==> config.mk <==
export PLATFORM = sky130hd
export DESIGN_NAME = l2_arbiter_flat
export DESIGN_NICKNAME = d
export VERILOG_FILES = /design/src/rtl/l2_arbiter_if.sv /design/src/rtl/l2_arbiter.sv /design/src/flat_wrapper.sv
export SDC_FILE = /design/constraint.sdc
export NUM_CORES = 1
export LEC_CHECK = 0
export ABC_CLOCK_PERIOD_IN_PS = 1100
export BUFFER_PORTS_ARGS = -buffer_cell sky130_fd_sc_hd__buf_4
export CAP_MARGIN = 20
export CORE_AREA = 2 2 537 539
export DETAILED_ROUTE_END_ITERATION = 6
export DIE_AREA = 0 0 539 541
export SLEW_MARGIN = 0
export SYNTH_ARGS = -nofsm -noshare
export SYNTH_HDL_FRONTEND = slang
export SYNTH_SLANG_ARGS = --single-unit
==> constraint.sdc <==
create_clock -name clk -period 1.1 [get_ports clk]
set_input_delay 0.055 -clock clk [delete_from_list [all_inputs] [get_ports clk]]
set_output_delay 0.055 -clock clk [all_outputs]
set_load 0.05 [all_outputs]
==> src/rtl/l2_arbiter_if.sv <==
`default_nettype none
// ============================================================================
// Module   : l2_arbiter_if
// Brief    : L1-side request/response and L2-side command bundle for the arbiter
// Revision : 1.0
// ============================================================================
interface l2_arbiter_if #(
    parameter int ADDR_W = 32,
    parameter int LINE_W = 256
);
    logic              i_read;
    logic [ADDR_W-1:0] i_address;
    logic [LINE_W-1:0] i_rdata;
    logic              i_resp;

    logic              d_read;
    logic              d_write;
    logic [ADDR_W-1:0] d_address;
    logic [LINE_W-1:0] d_wdata;
    logic [LINE_W-1:0] d_rdata;
    logic              d_resp;

    logic              l2_read;
    logic              l2_write;
    logic [ADDR_W-1:0] l2_address;
    logic [LINE_W-1:0] l2_wdata;
    logic [LINE_W-1:0] l2_rdata;
    logic              l2_resp;

    // Arbiter side
    modport slave (
        input  i_read, i_address, d_read, d_write, d_address, d_wdata,
               l2_rdata, l2_resp,
        output i_rdata, i_resp, d_rdata, d_resp,
               l2_read, l2_write, l2_address, l2_wdata
    );

    // Environment side: L1 controllers plus L2 cache
    modport master (
        output i_read, i_address, d_read, d_write, d_address, d_wdata,
               l2_rdata, l2_resp,
        input  i_rdata, i_resp, d_rdata, d_resp,
               l2_read, l2_write, l2_address, l2_wdata
    );
endinterface
`default_nettype wire

==> src/rtl/l2_arbiter.sv <==
`default_nettype none
// ============================================================================
// Module   : l2_arbiter
// Brief    : Round-robin arbiter sharing one L2 port between I-L1 and D-L1
// Revision : 1.0
// ============================================================================
module l2_arbiter (
    input  wire          clk,
    input  wire          rst,
    l2_arbiter_if.slave  bus
);
    localparam logic [1:0] c_IDLE    = 2'd0;
    localparam logic [1:0] c_GRANT_I = 2'd1;
    localparam logic [1:0] c_GRANT_D = 2'd2;

    logic [1:0] r_state;
    logic [1:0] w_state_nxt;
    logic       r_last_grant;      // 0 = I, 1 = D
    logic       w_last_grant_nxt;
    logic       w_i_req;
    logic       w_d_req;

    assign w_i_req = bus.i_read;
    assign w_d_req = bus.d_read | bus.d_write;

    always_comb begin
        w_state_nxt      = r_state;
        w_last_grant_nxt = r_last_grant;
        case (r_state)
            c_IDLE: begin
                // On a tie the side that did not win last time goes next
                if (w_i_req && (!w_d_req || r_last_grant)) begin
                    w_state_nxt      = c_GRANT_I;
                    w_last_grant_nxt = 1'b0;
                end else if (w_d_req) begin
                    w_state_nxt      = c_GRANT_D;
                    w_last_grant_nxt = 1'b1;
                end
            end
            c_GRANT_I: if (bus.l2_resp) w_state_nxt = c_IDLE;
            c_GRANT_D: if (bus.l2_resp) w_state_nxt = c_IDLE;
            default:   w_state_nxt = c_IDLE;
        endcase
    end

    always_ff @(posedge clk) begin
        if (!rst) begin
            r_state      <= c_IDLE;
            r_last_grant <= 1'b1;
        end else begin
            r_state      <= w_state_nxt;
            r_last_grant <= w_last_grant_nxt;
        end
    end

    always_comb begin
        bus.l2_read    = 1'b0;
        bus.l2_write   = 1'b0;
        bus.l2_address = bus.i_address;
        bus.l2_wdata   = bus.d_wdata;
        bus.i_resp     = 1'b0;
        bus.d_resp     = 1'b0;
        bus.i_rdata    = bus.l2_rdata;
        bus.d_rdata    = bus.l2_rdata;
        case (r_state)
            c_GRANT_I: begin
                bus.l2_read = bus.i_read;
                bus.i_resp  = bus.l2_resp;
            end
            c_GRANT_D: begin
                bus.l2_read    = bus.d_read;
                bus.l2_write   = bus.d_write;
                bus.l2_address = bus.d_address;
                bus.d_resp     = bus.l2_resp;
            end
            default: ;
        endcase
    end
endmodule
`default_nettype wire

==> src/flat_wrapper.sv <==
// flat-port wrapper written by rule: the top's interface ports become plain ports
module l2_arbiter_flat 
  (clk, rst, bus_i_read, bus_i_address, bus_d_read, bus_d_write, bus_d_address, bus_d_wdata, bus_l2_rdata, bus_l2_resp, bus_i_rdata, bus_i_resp, bus_d_rdata, bus_d_resp, bus_l2_read, bus_l2_write, bus_l2_address, bus_l2_wdata);
  l2_arbiter_if #(.ADDR_W((32)), .LINE_W((256))) bus_i ();
  input  wire clk;
  input  wire rst;
  input wire logic [$bits(bus_i.i_read)-1:0] bus_i_read;
  input wire logic [$bits(bus_i.i_address)-1:0] bus_i_address;
  input wire logic [$bits(bus_i.d_read)-1:0] bus_d_read;
  input wire logic [$bits(bus_i.d_write)-1:0] bus_d_write;
  input wire logic [$bits(bus_i.d_address)-1:0] bus_d_address;
  input wire logic [$bits(bus_i.d_wdata)-1:0] bus_d_wdata;
  input wire logic [$bits(bus_i.l2_rdata)-1:0] bus_l2_rdata;
  input wire logic [$bits(bus_i.l2_resp)-1:0] bus_l2_resp;
  output wire logic [$bits(bus_i.i_rdata)-1:0] bus_i_rdata;
  output wire logic [$bits(bus_i.i_resp)-1:0] bus_i_resp;
  output wire logic [$bits(bus_i.d_rdata)-1:0] bus_d_rdata;
  output wire logic [$bits(bus_i.d_resp)-1:0] bus_d_resp;
  output wire logic [$bits(bus_i.l2_read)-1:0] bus_l2_read;
  output wire logic [$bits(bus_i.l2_write)-1:0] bus_l2_write;
  output wire logic [$bits(bus_i.l2_address)-1:0] bus_l2_address;
  output wire logic [$bits(bus_i.l2_wdata)-1:0] bus_l2_wdata;
  assign bus_i.i_read = bus_i_read;
  assign bus_i.i_address = bus_i_address;
  assign bus_i.d_read = bus_d_read;
  assign bus_i.d_write = bus_d_write;
  assign bus_i.d_address = bus_d_address;
  assign bus_i.d_wdata = bus_d_wdata;
  assign bus_i.l2_rdata = bus_l2_rdata;
  assign bus_i.l2_resp = bus_l2_resp;
  assign bus_i_rdata = bus_i.i_rdata;
  assign bus_i_resp = bus_i.i_resp;
  assign bus_d_rdata = bus_i.d_rdata;
  assign bus_d_resp = bus_i.d_resp;
  assign bus_l2_read = bus_i.l2_read;
  assign bus_l2_write = bus_i.l2_write;
  assign bus_l2_address = bus_i.l2_address;
  assign bus_l2_wdata = bus_i.l2_wdata;
  l2_arbiter u_core (.clk(clk), .rst(rst), .bus(bus_i));
endmodule
==> Yosys cells after proc, flatten, opt, wreduce, memory -nomap -nowiden <==
Cells that the tools add are included.
{ "totals": {"word_cells": 26, "regBits": 3, "inputBits": 582} }
{ "classes": {"n_bitwise": 1, "n_reduce_logical": 8, "muxes": 11, "n_eq_ne": 4} }
{ "op_table": {"columns": ["cell", "n"], "rows": [
  ["$mux 32", 1],
  ["$mux 2", 3],
  ["$mux 1", 5],
  ["$pmux 2 s2", 1],
  ["$reduce_and 2->1", 2],
  ["$ne 3x1->1 const B", 1],
  ["$eq 2x1->1 const B", 1],
  ["$eq 2x2->1 const B", 1],
  ["$logic_not 2->1", 1],
  ["$ne 2x1->1 const B", 1],
  ["$pmux 1 s2", 1],
  ["$reduce_bool 2->1", 1],
  ["$reduce_or 2->1", 1],
  ["$logic_and 1x1->1", 1],
  ["$logic_not 1->1", 1],
  ["$logic_or 1x1->1", 1],
  ["$or 1x1->1", 1]
]} }

==> Logic depth before layout (Yosys ltp) <==
{ "depth": {"depth_word": 6, "ltp_mapped": 5} }

==> Worst setup path after synthesis <==
Ideal clock, no wire load.
{ "synth_path": {"path_kind": "register to output", "start": "register u_core.r_state[0]", "end": "output bus_l2_read", "t_arrival_ns": 1.459, "path_buffers": 1, "slack_ns": -0.414, "stages_incl_launch_ff": 6, "path_cell_list": "dfxtp_1 -> inv_1 -> ha_1 -> buf_6 -> a22oi_1 -> nor2b_1"} }
{ "synth_between": {"elab_chain_cells": 2, "word_cells_on_any_way": 3, "cone_classes": "2 x eq/ne; 1 x mux"} }
{ "synth_rtl": {"columns": ["element", "line", "rtl"], "rows": [
  ["start: declaration", "l2_arbiter.sv:16", "logic [1:0] r_state;"],
  ["start signal: assignment", "l2_arbiter.sv:48", "r_state <= c_IDLE;"],
  ["start signal: assignment", "l2_arbiter.sv:51", "r_state <= w_state_nxt;"],
  ["$eq 2x2->1 or $eq 2x1->1 (tied branches)", "l2_arbiter.sv:65", "case (r_state)"],
  ["$pmux 1 s2 *", "l2_arbiter.sv:65", null],
  ["end: declaration", "flat_wrapper.sv:19", "output wire logic [$bits(bus_i.l2_read)-1:0] bus_l2_read;"]
]} }
Every way passes the cells marked *; elsewhere a longest branch is shown, timed or not.

==> Worst setup path after layout <==
{ "layout_path": {"start": "register u_core.r_state[0]", "end": "output bus_l2_address[15]"} }
{ "layout_between": {"elab_chain_cells": 2} }
{ "layout_rtl": {"columns": ["element", "line", "rtl"], "rows": [
  ["$eq 2x2->1", "l2_arbiter.sv:65", null],
  ["$mux 32", "l2_arbiter.sv:65", null],
  ["end: declaration", "flat_wrapper.sv:21", "output wire logic [$bits(bus_i.l2_address)-1:0] bus_l2_address;"]
]} }
No other way between the ends.

==> metrics <==
Crit Path Max Fanout 5; port buffer count 105; initial antenna violation count 34; H-tree depth 1; Synth Cell Area 6520 um2; Max Slew Vio Count 0; post-synth cell types 22; critical path's largest stage delay 0.32 ns; Fill cells 34316; first-pass GRT wire length 209000 um; WL per Instance 50.5 um; wirelength, routed 200000 um; CTS Buf Count 3; Yosys top cell by area buf_4; final setup vio count 39; DRC violations left 0; sinks on the clock net 3; hold_ws 0.0415 ns; crit path cell chain inv_2 -> ha_4 -> buf_8 -> buf_12 -> mux2_4 -> buf_12; CTS Hold Bufs 0; Final Hold Viols 0; die height 541 um; Leak 1.08 nW; Synth top cells by count 768 x buf_4, 28 x mux2_4, 4 x mux2_2; die area 292000 um2; CP Class flop to primary output; via/cell ratio 0.757; total power 3.51 mW; CP startpoint kind flop; most frequent CP cell buf_12; area delta synth->final 5.64%; Post-synth ARST share 0%; placed instance area 6430 um2; antenna viol nets, final 0; Core Region 286000 um2; Pwr per Cell Area 510 nW/um2; GRT Util Overall 13.2%; Slowest cell on crit path dfxtp_2; failing checks setup timing; top_reg_cell synth dfxtp_1; clock skew 0.000255 ns; number of global-route vias before repair 2896; final worst slack -0.534 ns; clk_lat worst skew 0.23 ns; Worst-Margin Slew 0.226 ns; Cells after Synth 831; peak supply drop 0.000959 V; top cell type's share of synthesized area 88.4%; Ys Warns 0; Die X 539 um; largest net degree at the start of global routing 10; worst path bufs/invs 4; Net Count, Synth 1416; syn avg cell area 7.85 um2; Seq/Total Area, Yosys 0.921%; DR iter-0 viols 206; Clock Pin Slew Worst Setup and Hold Paths 0.03 ns; HP Class input port to flop; DR pass1 iterations 4; count leader, synth buf_4; clk buf depth 2; outcome complete, but fails checks; f_max 0.612 GHz; Final Cell Area 6890 um2; Top delay family on crit path buffers and inverters; CP Depth 6; top cells by area, synth buf_4 88%, mux2_4 6.4%, dfxtp_1 0.92%; RSZ-0062 raised after global routing true; Max-Cap Viols 0; relative slew slack 84.8%; Crit. End Element primary output; Layout Nets 768; layout cells sized above 1 92.9%; gp weighted congestion 0.704; minimum clock period 1.63 ns; Yosys reg bits 3; CTS tree yes; CTS root buffer clkbuf_16; crit path DAT 1.58 ns; EDFF count, synth 0; hold depth 2; boundary pin count 1386; Reg2Reg Depth 7; Non-Filler Instances 3970; placed cell count 3952; via count 3005; Overflow after GRT 0; Required @ worst endpoint 1.04 ns; Initial Util 2.28%; final cycle utilization of the critical path 149%; floorplan row count 197
## metal layers
metal	vias up	GRT usage, %	wire length (um)
li1	477	-	-
met2	1609	18.1	78000
met4	10	4.25	7400
met5	-	0.658	327
met3	226	30.7	99400
met1	683	2.95	15300
## registers in the layout, indices dropped and copies added (netlist names)
name,cells
u_core.r_last_grant,1
u_core.r_state,2
## cell usage in the layout, fill, tap and decap left out, types with 2 or more instances in the layout
master and n:
and2_4 3, buf_12 14, buf_4 72, buf_6 20, buf_8 10, clkbuf_16 5, diode_2 7, ha_4 3
mux2_4 32, nor2_1 2, nor2b_4 2
## kinds of logic after synthesis
group | Yosys count | share of synthesized area, %
multiplexers | 32 | 7.14
adder cells (fa/ha/maj) | 3 | 0.576
buffers and inverters | 774 | 89.5
AND/OR/NAND/NOR | 10 | 0.844
AO/OA/AOI/OAI | 9 | 0.979
flip-flops | 3 | 0.921
## worst reg2reg max path: stages (launching register included)
cell and delay [ns]:
dfxtp_4 0.35, buf_6 0.09, buf_6 0.09, inv_6 0.04
ha_4 0.26, nor2b_4 0.18, o21ai_2 0.06, o211a_1 0.12
## cell type report
| class | count | area [um2] | share of cell area (%) |
|---|---|---|---|
| Antenna cell | 7 | 17.5 | 0.254 |
| Clock buffer | 4 | 78.8 | 1.14 |
| Inverter | 2 | 12.5 | 0.182 |
| Multi-Input combinational cell | 54 | 711 | 10.3 |
| Sequential cell | 3 | 65.1 | 0.944 |
| Tap cell | 3781 | 4730 | 68.7 |
| Timing Repair Buffer | 119 | 1270 | 18.5 |
## timing repair
action | in CTS | in global routing
pin swaps | 7 | 5
resized for setup | 40 | 24
buffers inserted | 4 | 3
setup endpoints to repair | 39 | 39
gates cloned | 1 | 2
## worst paths after layout
| path | start | endpoint | slack, ns |
|---|---|---|---|
| worst max-delay path | u_core.r_state[0] | bus_l2_address[15] | -0.53 |
| worst min-delay path | rst | u_core.r_last_grant | 0.04 |
| worst max register to register | u_core.r_state[1] | u_core.r_state[1] | -0.21 |
| worst min register to register | u_core.r_last_grant | u_core.r_last_grant | 0.51 |
## per-stage QoR
stage | setup WS (ns) | TNS [ns] | util (%)
floorplan | -0.121 | -3.55 | -
global placement | -0.440 | -10.77 | 2.25
detailed placement | -0.442 | -10.95 | 2.25
CTS | -0.554 | -18.27 | 2.35
global route | -0.584 | -19.14 | 2.40
finish | -0.534 | -17.77 | 2.41
## power breakdown
part	switching [mW]	leakage [nW]	internal [mW]
Combinational	1.48	1.02	1.31
Sequential	0.0153	0.0258	0.132
Clock	0.0972	0.0382	0.478
(Power assumes the default switching activity.)
